$ cat src/rtl/onchip_mem_arbiter.sv
// Two-port Avalon-MM arbiter in front of a single-port on-chip memory (one-cycle read latency).
// Define ONCHIP_ARB_HOLD_EN for MAX_HOLD-bounded ownership; otherwise contention strictly alternates.
module onchip_mem_arbiter #(
  parameter int AW       = 14,
  parameter int DW       = 32,
  parameter int MAX_HOLD = 4
) (
  input  logic            clk,
  input  logic            reset_n,

  input  logic [AW-1:0]   m0_address,
  input  logic [DW/8-1:0] m0_byteenable,
  input  logic            m0_read,
  input  logic            m0_write,
  input  logic [DW-1:0]   m0_writedata,
  output logic            m0_waitrequest,
  output logic [DW-1:0]   m0_readdata,
  output logic            m0_readdatavalid,

  input  logic [AW-1:0]   m1_address,
  input  logic [DW/8-1:0] m1_byteenable,
  input  logic            m1_read,
  input  logic            m1_write,
  input  logic [DW-1:0]   m1_writedata,
  output logic            m1_waitrequest,
  output logic [DW-1:0]   m1_readdata,
  output logic            m1_readdatavalid,

  output logic [AW-1:0]   mem_address,
  output logic [DW/8-1:0] mem_byteenable,
  output logic            mem_chipselect,
  output logic            mem_write,
  output logic [DW-1:0]   mem_writedata,
  input  logic [DW-1:0]   mem_readdata
);

  localparam int BW = DW / 8;

  if (MAX_HOLD < 1 || MAX_HOLD > 15) begin : g_max_hold_range
    $error("onchip_mem_arbiter: MAX_HOLD must be in 1..15");
  end

  typedef enum logic [1:0] {
    IDLE = 2'd0,
    OWN0 = 2'd1,
    OWN1 = 2'd2
  } state_t;

  state_t state_q, state_d;
  logic   last_q, last_d;
  logic   req0, req1;
  logic   grant0, grant1, granted;
  logic   keep_owner;
  logic   new_owner;

  assign req0 = m0_read | m0_write;
  assign req1 = m1_read | m1_write;

`ifdef ONCHIP_ARB_HOLD_EN
  localparam logic [3:0] HOLD_LIMIT = 4'(MAX_HOLD);
  logic [3:0] hold_q, hold_d;

  assign keep_owner = (hold_q < HOLD_LIMIT);
`else
  assign keep_owner = 1'b0;
`endif

  // Grants are forced off while reset is asserted so nothing reaches the memory.
  // NOTE: every signal written in an always_comb gets a default first, so no path can infer a latch.
  always_comb begin
    grant0 = 1'b0;
    grant1 = 1'b0;
    if (reset_n) begin
      case (state_q)
        OWN0: begin
          if (req0 && (!req1 || keep_owner)) grant0 = 1'b1;
          else if (req1)                     grant1 = 1'b1;
        end
        OWN1: begin
          if (req1 && (!req0 || keep_owner)) grant1 = 1'b1;
          else if (req0)                     grant0 = 1'b1;
        end
        default: begin
          // From IDLE the port that did not win last time takes a contended slot.
          if (req0 && (!req1 || last_q)) grant0 = 1'b1;
          else if (req1)                 grant1 = 1'b1;
        end
      endcase
    end
  end

  assign granted   = grant0 | grant1;
  assign new_owner = granted & ((state_q == IDLE) | (grant1 != last_q));

  always_comb begin
    state_d = IDLE;
    last_d  = last_q;
    if (grant0) begin
      state_d = OWN0;
      last_d  = 1'b0;
    end else if (grant1) begin
      state_d = OWN1;
      last_d  = 1'b1;
    end
  end

`ifdef ONCHIP_ARB_HOLD_EN
  always_comb begin
    hold_d = hold_q;
    if (new_owner)            hold_d = 4'd1;
    else if (granted && hold_q != 4'd15) hold_d = hold_q + 4'd1;
  end

  always_ff @(posedge clk or negedge reset_n) begin
    if (!reset_n) hold_q <= 4'd0;
    else          hold_q <= hold_d;
  end
`endif

  // NOTE: sequential state uses non-blocking assignments so every register samples pre-edge values.
  always_ff @(posedge clk or negedge reset_n) begin
    if (!reset_n) begin
      state_q <= IDLE;
      last_q  <= 1'b1;
    end else begin
      state_q <= state_d;
      last_q  <= last_d;
    end
  end

  assign m0_waitrequest = req0 & ~grant0;
  assign m1_waitrequest = req1 & ~grant1;

  logic [AW-1:0] sel_address;
  logic [BW-1:0] sel_byteenable;
  logic [DW-1:0] sel_writedata;
  logic          sel_write;
  logic [AW-1:0] address_q;
  logic [BW-1:0] byteenable_q;
  logic [DW-1:0] writedata_q;

  assign sel_address    = grant1 ? m1_address    : m0_address;
  assign sel_byteenable = grant1 ? m1_byteenable : m0_byteenable;
  assign sel_writedata  = grant1 ? m1_writedata  : m0_writedata;
  assign sel_write      = grant1 ? m1_write      : m0_write;

  // Address/data keep the last issued values between accesses to avoid needless toggling.
  always_ff @(posedge clk or negedge reset_n) begin
    if (!reset_n) begin
      address_q    <= '0;
      byteenable_q <= '0;
      writedata_q  <= '0;
    end else if (granted) begin
      address_q    <= sel_address;
      byteenable_q <= sel_byteenable;
      writedata_q  <= sel_writedata;
    end
  end

  assign mem_chipselect = granted;
  assign mem_write      = granted & sel_write;
  assign mem_address    = granted ? sel_address    : address_q;
  assign mem_byteenable = granted ? sel_byteenable : byteenable_q;
  assign mem_writedata  = granted ? sel_writedata  : writedata_q;

  // Read-return tag: a simultaneous read+write is issued as a write and returns nothing.
  logic rd_pend_q, rd_port_q;

  always_ff @(posedge clk or negedge reset_n) begin
    if (!reset_n) begin
      rd_pend_q <= 1'b0;
      rd_port_q <= 1'b0;
    end else begin
      rd_pend_q <= granted & ~sel_write;
      rd_port_q <= grant1;
    end
  end

  assign m0_readdatavalid = rd_pend_q & ~rd_port_q;
  assign m1_readdatavalid = rd_pend_q &  rd_port_q;
  assign m0_readdata      = mem_readdata;
  assign m1_readdata      = mem_readdata;

endmodule

$ cat config.mk
export PLATFORM = sky130hd
export DESIGN_NAME = onchip_mem_arbiter
export DESIGN_NICKNAME = d
export VERILOG_FILES = /design/src/rtl/onchip_mem_arbiter.sv
export SDC_FILE = /design/constraint.sdc
export NUM_CORES = 1
export LEC_CHECK = 0
export CAP_MARGIN = 25
export CORE_ASPECT_RATIO = 1.75
export CORE_MARGIN = 2
export CORE_UTILIZATION = 30
export DETAILED_ROUTE_END_ITERATION = 8
export GPL_ROUTABILITY_DRIVEN = 0
export HOLD_SLACK_MARGIN = 0.02
export PLACE_DENSITY_LB_ADDON = 0.2
export SYNTH_ARGS = -nofsm -noshare
export SYNTH_HDL_FRONTEND = slang
export SYNTH_SLANG_ARGS = --single-unit
$ cat constraint.sdc
create_clock -name clk -period 2.7 [get_ports clk]
set_clock_uncertainty 0.05 [all_clocks]
set_input_delay 0.54 -clock clk [delete_from_list [all_inputs] [get_ports clk]]
set_output_delay 0.54 -clock clk [all_outputs]
set_load 0.02 [all_outputs]
# Word-level counts from Yosys, hierarchy flattened

Index checks and enable logic that the tools add are counted.

Word-level logic and storage cells: 52
Register bits: 55
Output and inout port bits: 120
Input port bits: 138

Reductions and logical operators: 7
Bitwise operators: 13
Multiplexer cells: 23
Eq/ne operators: 2

Operator list:

| operator                                                        | number |
|---|---|
| 32-bit 2-to-1 mux                                               | 2 |
| 14-bit 2-to-1 mux                                               | 2 |
| 1-bit 2-to-1 mux                                                | 13 |
| 4-bit 2-to-1 mux                                                | 2 |
| 1-bit bitwise AND                                               | 6 |
| 2-bit 2-to-1 mux                                                | 2 |
| 1-bit inverter                                                  | 4 |
| 1-bit case mux with 2 select lines                              | 2 |
| 1-bit logical AND                                               | 3 |
| 1-bit OR                                                        | 3 |
| 2-bit by 1-bit == test with 1-bit output, second input constant | 1 |
| 2-bit == test, second input constant                            | 1 |
| 1-bit zero test                                                 | 2 |
| 2-bit nonzero test                                              | 1 |
| 1-bit logical OR                                                | 1 |

# Logic depth before layout (Yosys ltp)

Gate-level depths: netlist of the first run.

Depth in word-level cells: 10
Gate-level depth with buffers: 8
Mapped depth without buffers: 7

# Worst setup path before layout of the first run

No wires, ideal clock.

Path kind: flip-flop to output port
Start point: register state_q[0]
End point: output port mem_address[10]
Buffers on the path: 2
Path slack: 0.183 ns
Stages on the path, launching flop included: 8
Required time: 2.110 ns
Data arrival time: 1.927 ns
Cell sequence: dfrtp_1 inv_1 ha_1 o31ai_1 nor2_1 buf_2 buf_2 a31oi_1

Longest elaborated chain between the ends: 5
Elaborated cells on any way between the ends: 9
Those cells by class: eq/ne: 2; mux: 6; bitwise: 1

Ends and longest elaborated chain:

| item                                                                      | line | RTL |
|---|---|---|
| start, declared                                                           | 49   | `state_t state_q, state_d;` |
| start signal, assigned                                                    | 126  | `state_q <= state_d;` |
| 2-bit == test or 2-bit by 1-bit == test with 1-bit output (tied branches) | 74   | `case (state_q)` |
| 1-bit case mux with 2 select lines                                        | 74   |  |
| 1-bit 2-to-1 mux                                                          | 73   | `if (reset_n) begin` |
| 1-bit OR (*)                                                              | 92   | `assign granted = grant0 \| grant1;` |
| net mem_chipselect                                                        | 31   | `output logic mem_chipselect,` |
| 14-bit 2-to-1 mux (*)                                                     | -    |  |
| end, declared                                                             | 29   | `output logic [AW-1:0] mem_address,` |

The timed path passes the listed nets; every way through them passes the cells marked *.

# Worst setup path in the final report of the first run

Start point: register state_q[0]
End point: output port mem_writedata[29]

Longest elaborated chain between the ends: 5
Elaborated cells on any way between the ends: 9
Those cells by class: eq/ne: 2; mux: 6; bitwise: 1

Ends and longest elaborated chain:

| item                                                                      | line    | RTL |
|---|---|---|
| 2-bit == test or 2-bit by 1-bit == test with 1-bit output (tied branches) | 74      |  |
| 1-bit case mux with 2 select lines                                        | 74      |  |
| 1-bit 2-to-1 mux                                                          | 73      |  |
| 32-bit 2-to-1 mux or 1-bit OR (tied branches)                             | 144, 92 |  |
| 32-bit 2-to-1 mux (*)                                                     | -       |  |
| end, declared                                                             | 33      | `output logic [DW-1:0] mem_writedata,` |

Mark *: on every way between the ends. The rest lies on a longest branch, timed or not.

==> run metrics, run 1 <==
Layout Nets 713; Synth area leader dfrtp_1; Final period util 106%; cell with the most instances after synthesis nand2_1; Final Hold Vio Count 0; Root Buffer clkbuf_16; Routed WL 12900 um; Critical Path, Cell by Cell inv_2, ha_4, nor3b_4, o311ai_4, buf_6, buf_6, clkbuf_16, nand2_1, a31oi_2, buf_4; synth cell count leaders 100 x nand2_1, 64 x buf_4, 56 x nor2_1; Fillers 809; Slew headroom 51.0%; Post-DP HPWL 6940 um; worst slew pin tran 735 ps; ys async rst share 100%; Worst Path Max Fanout 10; Post-Syn Instances 367; largest net degree at the start of global routing 56; WL/cell 18.4 um; share of layout cells above drive strength 1 50.3%; syn nets 507; Lkg Pwr 2.69 nW; aggregate global-route resource usage 20.7%; H-Tree Depth 2; EDFF count, synth 0; CP max stage delay 380 ps; cell family with most CP delay buffers and inverters; first-pass iteration count of the detailed router 4; first-pass GRT wire length 17100 um; top cells by area, synth dfrtp_1 45%, buf_4 16%, nand2_1 12%; Setup Crit Path Kind flop to output pin; Post-Syn Area 3020 um2; Worst Setup Start Kind flop; Mean Syn Cell Area 8.23 um2; area share of the largest cell type after synthesis 44.7%; drt initial violations 161; Synth Flop Type dfrtp_1; IO Pins 258; initial antenna violation count 1; failing checks setup timing; Final Max Slew Viols 0; Hold Crit Class input port to async pin; IO buf count 161; initial core utilization 30.7%; CP bufs+invs 5; die height 137 um; clock tree buffer depth 2; total chip power 8.53 mW; hold slack 390 ps; gr ovfl total 0; Sink Count 55; TritonCTS clock tree built; Die Width 79.9 um; Core Area 9850 um2; Num CTS Buffers 5; synthesis-to-finish area growth 107%; antenna viol nets, final 0; # rows 48; Req. time, crit path 2110 ps; critical path's most frequent cell buf_6; Pwr per Cell Area 1360 nW/um2; RSZ-0062 raised after global routing yes; slowest cell on the critical path dfrtp_1; outcome finished, violations left; synthesis-stage register bit count 55; die area 10900 um2; Worst-path clk slew 70 ps; Fmax 349 MHz; Seq/Total Area, Yosys 45.6%; vias per cell 4.80; Worst IR Drop VDD 585 uV; via count 3354; final setup violation count 51; Ys Warns 0; latest clock arrival within the worst-skew pair 290 ps; min Tclk post-route 2860 ps; Setup crit end kind output pin; vias in the first global route 3273; final worst setup slack -162 ps; Max Cap Viol 0; Distinct cells, synth 24; Critical Path AT 2270 ps; number of remaining DRC errors 0
[layer usage]
metal,vias to the layer above,track usage [%],wire [um]
li1,1557,-,-
met1,1626,22.4,4530
met2,115,36.1,6990
met3,56,3.69,720
met4,0,13.6,647
met5,-,0,0
[through the flow]
step                      TNS, ps  setup slack, ps  cell area [um2]  std cells  util (%)
after global placement     -36120             -770             4610        614      46.8
after CTS                   -6850             -252             5400        661      54.9
after floorplan                 0              183             3020        367         -
after global routing        -9560             -243             6260        699      63.5
after detailed placement   -38500             -791             4610        614      46.8
final                       -5630             -162             6260        699      63.5
[worst reg2reg max path, delay by kind of cell, from the launching register on]
kind / cells / cell delay, ps
buffers and inverters: 9 / 1080
adders and majority gates: 1 / 160
AOI/OAI and AO/OA: 2 / 370
DFF: 1 / 380
and+or+nand+nor: 2 / 200
[power by group]
| group | internal, mW | total [mW] | switching [mW] |
|---|---|---|---|
| Clock | 0.434 | 0.722 | 0.288 |
| Sequential | 1.25 | 1.40 | 0.151 |
| Combinational | 3.37 | 6.42 | 3.05 |
| Total | 5.05 | 8.53 | 3.49 |
[area by class of cell]
class	instances	area [um2]	share of cell area, %
multi-input cells	223	1740	27.8
inverters	4	27.5	0.440
diodes	1	2.50	0.0400
well taps	125	156	2.50
clock buffers	6	129	2.06
clock inverters	1	30.0	0.480
repair buffers	284	2800	44.7
flip-flops and latches	55	1380	22.0
[sequential cells by signal, indices dropped and copies added, names as in the netlist]
signal and count:
address_q 14, rd_port_q 1, rd_pend_q 1, state_q 2, last_q 1, byteenable_q 4, writedata_q 32
[logic make-up (layout without fill, tap and decap cells)]
kind of cell / after synthesis / after routing / share of synthesized area, %
AND/OR/NAND/NOR: 164 / 164 / 21.2
AO/OA/AOI/OAI: 56 / 56 / 12.4
other: 0 / 1 / 0
adder cells (fa/ha/maj): 2 / 2 / 0.828
flip-flops: 55 / 55 / 45.6
buffers and inverters: 89 / 295 / 19.7
multiplexers: 1 / 1 / 0.331
[path summary, 6_finish.rpt]
kind / from / endpoint / slack, ps / depth (start not counted)
max in group asynchronous: reset_n / writedata_q[8]$_DFF_PN0_ / 1720 / 2
min in group clk: address_q[10]$_DFF_PN0_ / address_q[10]$_DFF_PN0_ / 520 / 2
setup / recovery: state_q[0]$_DFF_PN0_ / mem_writedata[29] / -160 / 10
hold / removal: reset_n / state_q[1]$_DFF_PN0_ / 390 / 2
setup reg to reg: state_q[0]$_DFF_PN0_ / writedata_q[11]$_DFF_PN0_ / 350 / 14
hold reg to reg: address_q[10]$_DFF_PN0_ / address_q[10]$_DFF_PN0_ / 520 / 2
[cells in the final DEF (no fill, tap or decap), types with 2 or more instances in the layout]
master             n
a31oi_2           30
a31oi_4           19
and2_1             2
buf_12             6
buf_16             5
buf_2              2
buf_4            120
buf_6             33
buf_8              6
clkbuf_16          9
clkbuf_2           2
clkdlybuf4s50_1  102
dfrtp_1           54
dlygate4sd2_1      4
inv_1              2
nand2_1           70
nand2_2           20
nand2_4           10
nor2_1            40
nor2_2            12
nor2_4             4
nor2b_1            2
nor3_1             2
[what timing repair did]
| action | in CTS | in global routing |
|---|---|---|
| hold buffers | 0 | 0 |
| cloned | 5 | 4 |
| setup buffers | 35 | 33 |
| gates resized for setup | 394 | 121 |
| setup endpoints to repair | 54 | 53 |
| pin swaps | 34 | 46 |
Power figures use the tool's default switching activity.
==> run 2, diff against run 1 <==
--- a/config.mk
+++ b/config.mk
@@ -8,7 +8,7 @@
 export CAP_MARGIN = 25
 export CORE_ASPECT_RATIO = 1.75
 export CORE_MARGIN = 2
-export CORE_UTILIZATION = 30
+export CORE_UTILIZATION = 32
 export DETAILED_ROUTE_END_ITERATION = 8
 export GPL_ROUTABILITY_DRIVEN = 0
 export HOLD_SLACK_MARGIN = 0.02
==> run 2 against run 1 <==
  * The run still ends with setup timing left
  * Via count increased by 3.5%
  * Final cell count decreased by 1.0%
  * Register-to-register slack got worse by 80 ps
  * Highest routed layer unchanged
  * Maximum frequency is 1.2% lower
  * Combinational power rose by 0.6%
  * Count of clock-buffer cells in the layout is the same
  * Utilization is 4.8 points higher
==> run metrics, run 2 (synthesized netlist as in run 1, its figures left out) <==
Setup crit end kind output pin (unchanged); TritonCTS clock tree built (unchanged); Root Buffer clkbuf_16 (unchanged); Worst Path Max Fanout 7 (was 10); RSZ-0062 raised after global routing yes (unchanged); IO buf count 161 (unchanged); Core Area 9150 um2 (was 9850 um2); fin area 6260 um2 (unchanged); min Tclk post-route 2900 ps (was 2860 ps); largest registers writedata_q x32, address_q x14, byteenable_q x4 (unchanged); Final Max Slew Viols 0 (unchanged); synthesis-to-finish area growth 107% (unchanged); final worst setup slack -197 ps (was -162 ps); number of remaining DRC errors 0 (unchanged); initial core utilization 33.0% (was 30.7%); Final period util 107% (was 106%); clock tree buffer depth 2 (unchanged); commonest non-fill, non-tap cell in the layout buf_4 (unchanged); Hold Crit Class input port to async pin (unchanged); Setup Crit Path Kind flop to output pin (unchanged); Worst IR Drop VDD 976 uV (was 585 uV); outcome finished, violations left (unchanged); Max Cap Viol 0 (unchanged); total chip power 8.67 mW (was 8.53 mW); antenna viol nets, final 0 (unchanged); failing checks setup timing (unchanged); worst slew pin tran 565 ps (was 735 ps); Layout Nets 711 (was 713); vias per cell 5.02 (was 4.80); Final TNS setup -4420 ps (was -5630 ps); latest clock arrival within the worst-skew pair 290 ps (about the same); Req. time, crit path 2110 ps (about the same); aggregate global-route resource usage 22.4% (was 20.7%); cts hold-fix bufs 0 (unchanged); IO Pins 258 (unchanged); max FFs per register 32 (unchanged); largest net degree at the start of global routing 47 (was 56); Die Width 77.4 um (was 79.9 um); Seq. cell area 1380 um2 (unchanged); Num CTS Buffers 5 (unchanged); Worst Setup Slack post-DPL -724 ps (was -791 ps); first-pass iteration count of the detailed router 4 (unchanged); Critical Path AT 2310 ps (was 2270 ps); Worst-path clk slew 70 ps (about the same); Fillers 664 (was 809); most frequent cells in the layout 117 x buf_4, 102 x clkdlybuf4s50_1, 76 x nand2_1 (was 120 x buf_4, 102 x clkdlybuf4s50_1, 70 x nand2_1); worst reg2reg endpoint byteenable_q[1]$_DFF_PN0_ (was writedata_q[11]$_DFF_PN0_); Routed WL 13300 um (was 12900 um); gr ovfl total 0 (unchanged); Pwr per Cell Area 1390 nW/um2 (was 1360 nW/um2); initial antenna violation count 0 (was 1); Post-DP HPWL 7500 um (was 6940 um); placed instance area 4740 um2 (was 4610 um2); Lkg Pwr 2.66 nW (was 2.69 nW); share of layout cells above drive strength 1 46.3% (was 50.3%); # rows 46 (was 48); ANT cells 0 (was 1); r2r startpoint state_q[1]$_DFF_PN0_ (was state_q[0]$_DFF_PN0_); Top reg by flops writedata_q (unchanged); Final Hold Vio Count 0 (unchanged); Slew headroom 62.3% (was 51.0%); first-pass GRT wire length 17900 um (was 17100 um); die height 133 um (was 137 um); Fmax 345 MHz (was 349 MHz); die area 10300 um2 (was 10900 um2); final setup violation count 50 (was 51); multi-input logic area 1750 um2 (was 1740 um2); FF-to-FF setup slack 270 ps (was 350 ps); H-Tree Depth 2 (unchanged); Sink Count 55 (unchanged); hold slack 213 ps (was 390 ps); reg2reg path depth 12 (was 14); via count 3471 (was 3354); Worst Setup Start Kind flop (unchanged); WL/cell 19.2 um (was 18.4 um); drt initial violations 121 (was 161); vias in the first global route 3514 (was 3273)
-- run 2: cell count changes in the layout (fill, tap and decap cells not counted), sizes merged --
| cell | change |
|---|---|
| inv | +1 |
| buf | -4 |
| dlygate4sd2 | +1 |
| clkbuf | +1 |
| clkinv | -1 |
| diode | -1 |
| bufinv | +1 |
-- run 2: report_power, final --
group | leakage, nW | switching (mW) | internal [mW]
combinational | 1.95 | 3.10 | 3.36
sequential | 0.621 | 0.134 | 1.24
clock | 0.0911 | 0.297 | 0.532
total | 2.66 | 3.53 | 5.14
-- run 2: through the flow --
step                util, %  std cells
floorplan                 -        367
global placement       51.8        624
detailed placement     51.8        624
CTS                    61.3        671
global route           68.4        692
finish                 68.4        692
-- run 2: layout make-up --
cell class	instances	area share, %
Timing Repair Buffer	282	44.4
Multi-Input combinational cell	223	27.9
Sequential cell	55	22.0
Tap cell	120	2.40
Clock buffer	6	2.06
Clock inverter	2	0.960
Inverter	4	0.280
-- run 2: timing repair --
action                     in CTS  in global routing
buffers inserted               35                 17
pin swaps                      30                 29
setup endpoints to repair      54                 53
cloned                          4                  6
resized for setup             340                142
-- run 2: routing by layer --
metal	track usage [%]	wire, um	up-vias
met3	3.41	644	67
met2	42.0	7460	140
met4	15.2	753	0
li1	-	-	1553
met5	0	0	-
met1	22.1	4460	1711
-- run 2: how the worst max path moves through the flow --
stage	from	to	slack [ps]
3_3_place_gp	m0_write	mem_writedata[31]	-720
2_1_floorplan	state_q[0]$_DFF_PN0_	mem_address[10]	180
6_report	state_q[1]$_DFF_PN0_	mem_address[1]	-200
5_1_grt	state_q[1]$_DFF_PN0_	mem_address[1]	-290
4_1_cts	state_q[0]$_DFF_PN0_	mem_write	-260
3_5_place_dp	m0_write	mem_writedata[31]	-720
-- run 2: worst max-delay path, stage by stage, from the launching register on --
cell and delay [ps]:
dfrtp_1 410, ha_4 180, nor3b_4 150, o311ai_4 300, buf_12 160, buf_12 130
buf_12 130, buf_6 100, nand2_2 60, a31oi_2 210, buf_4 180
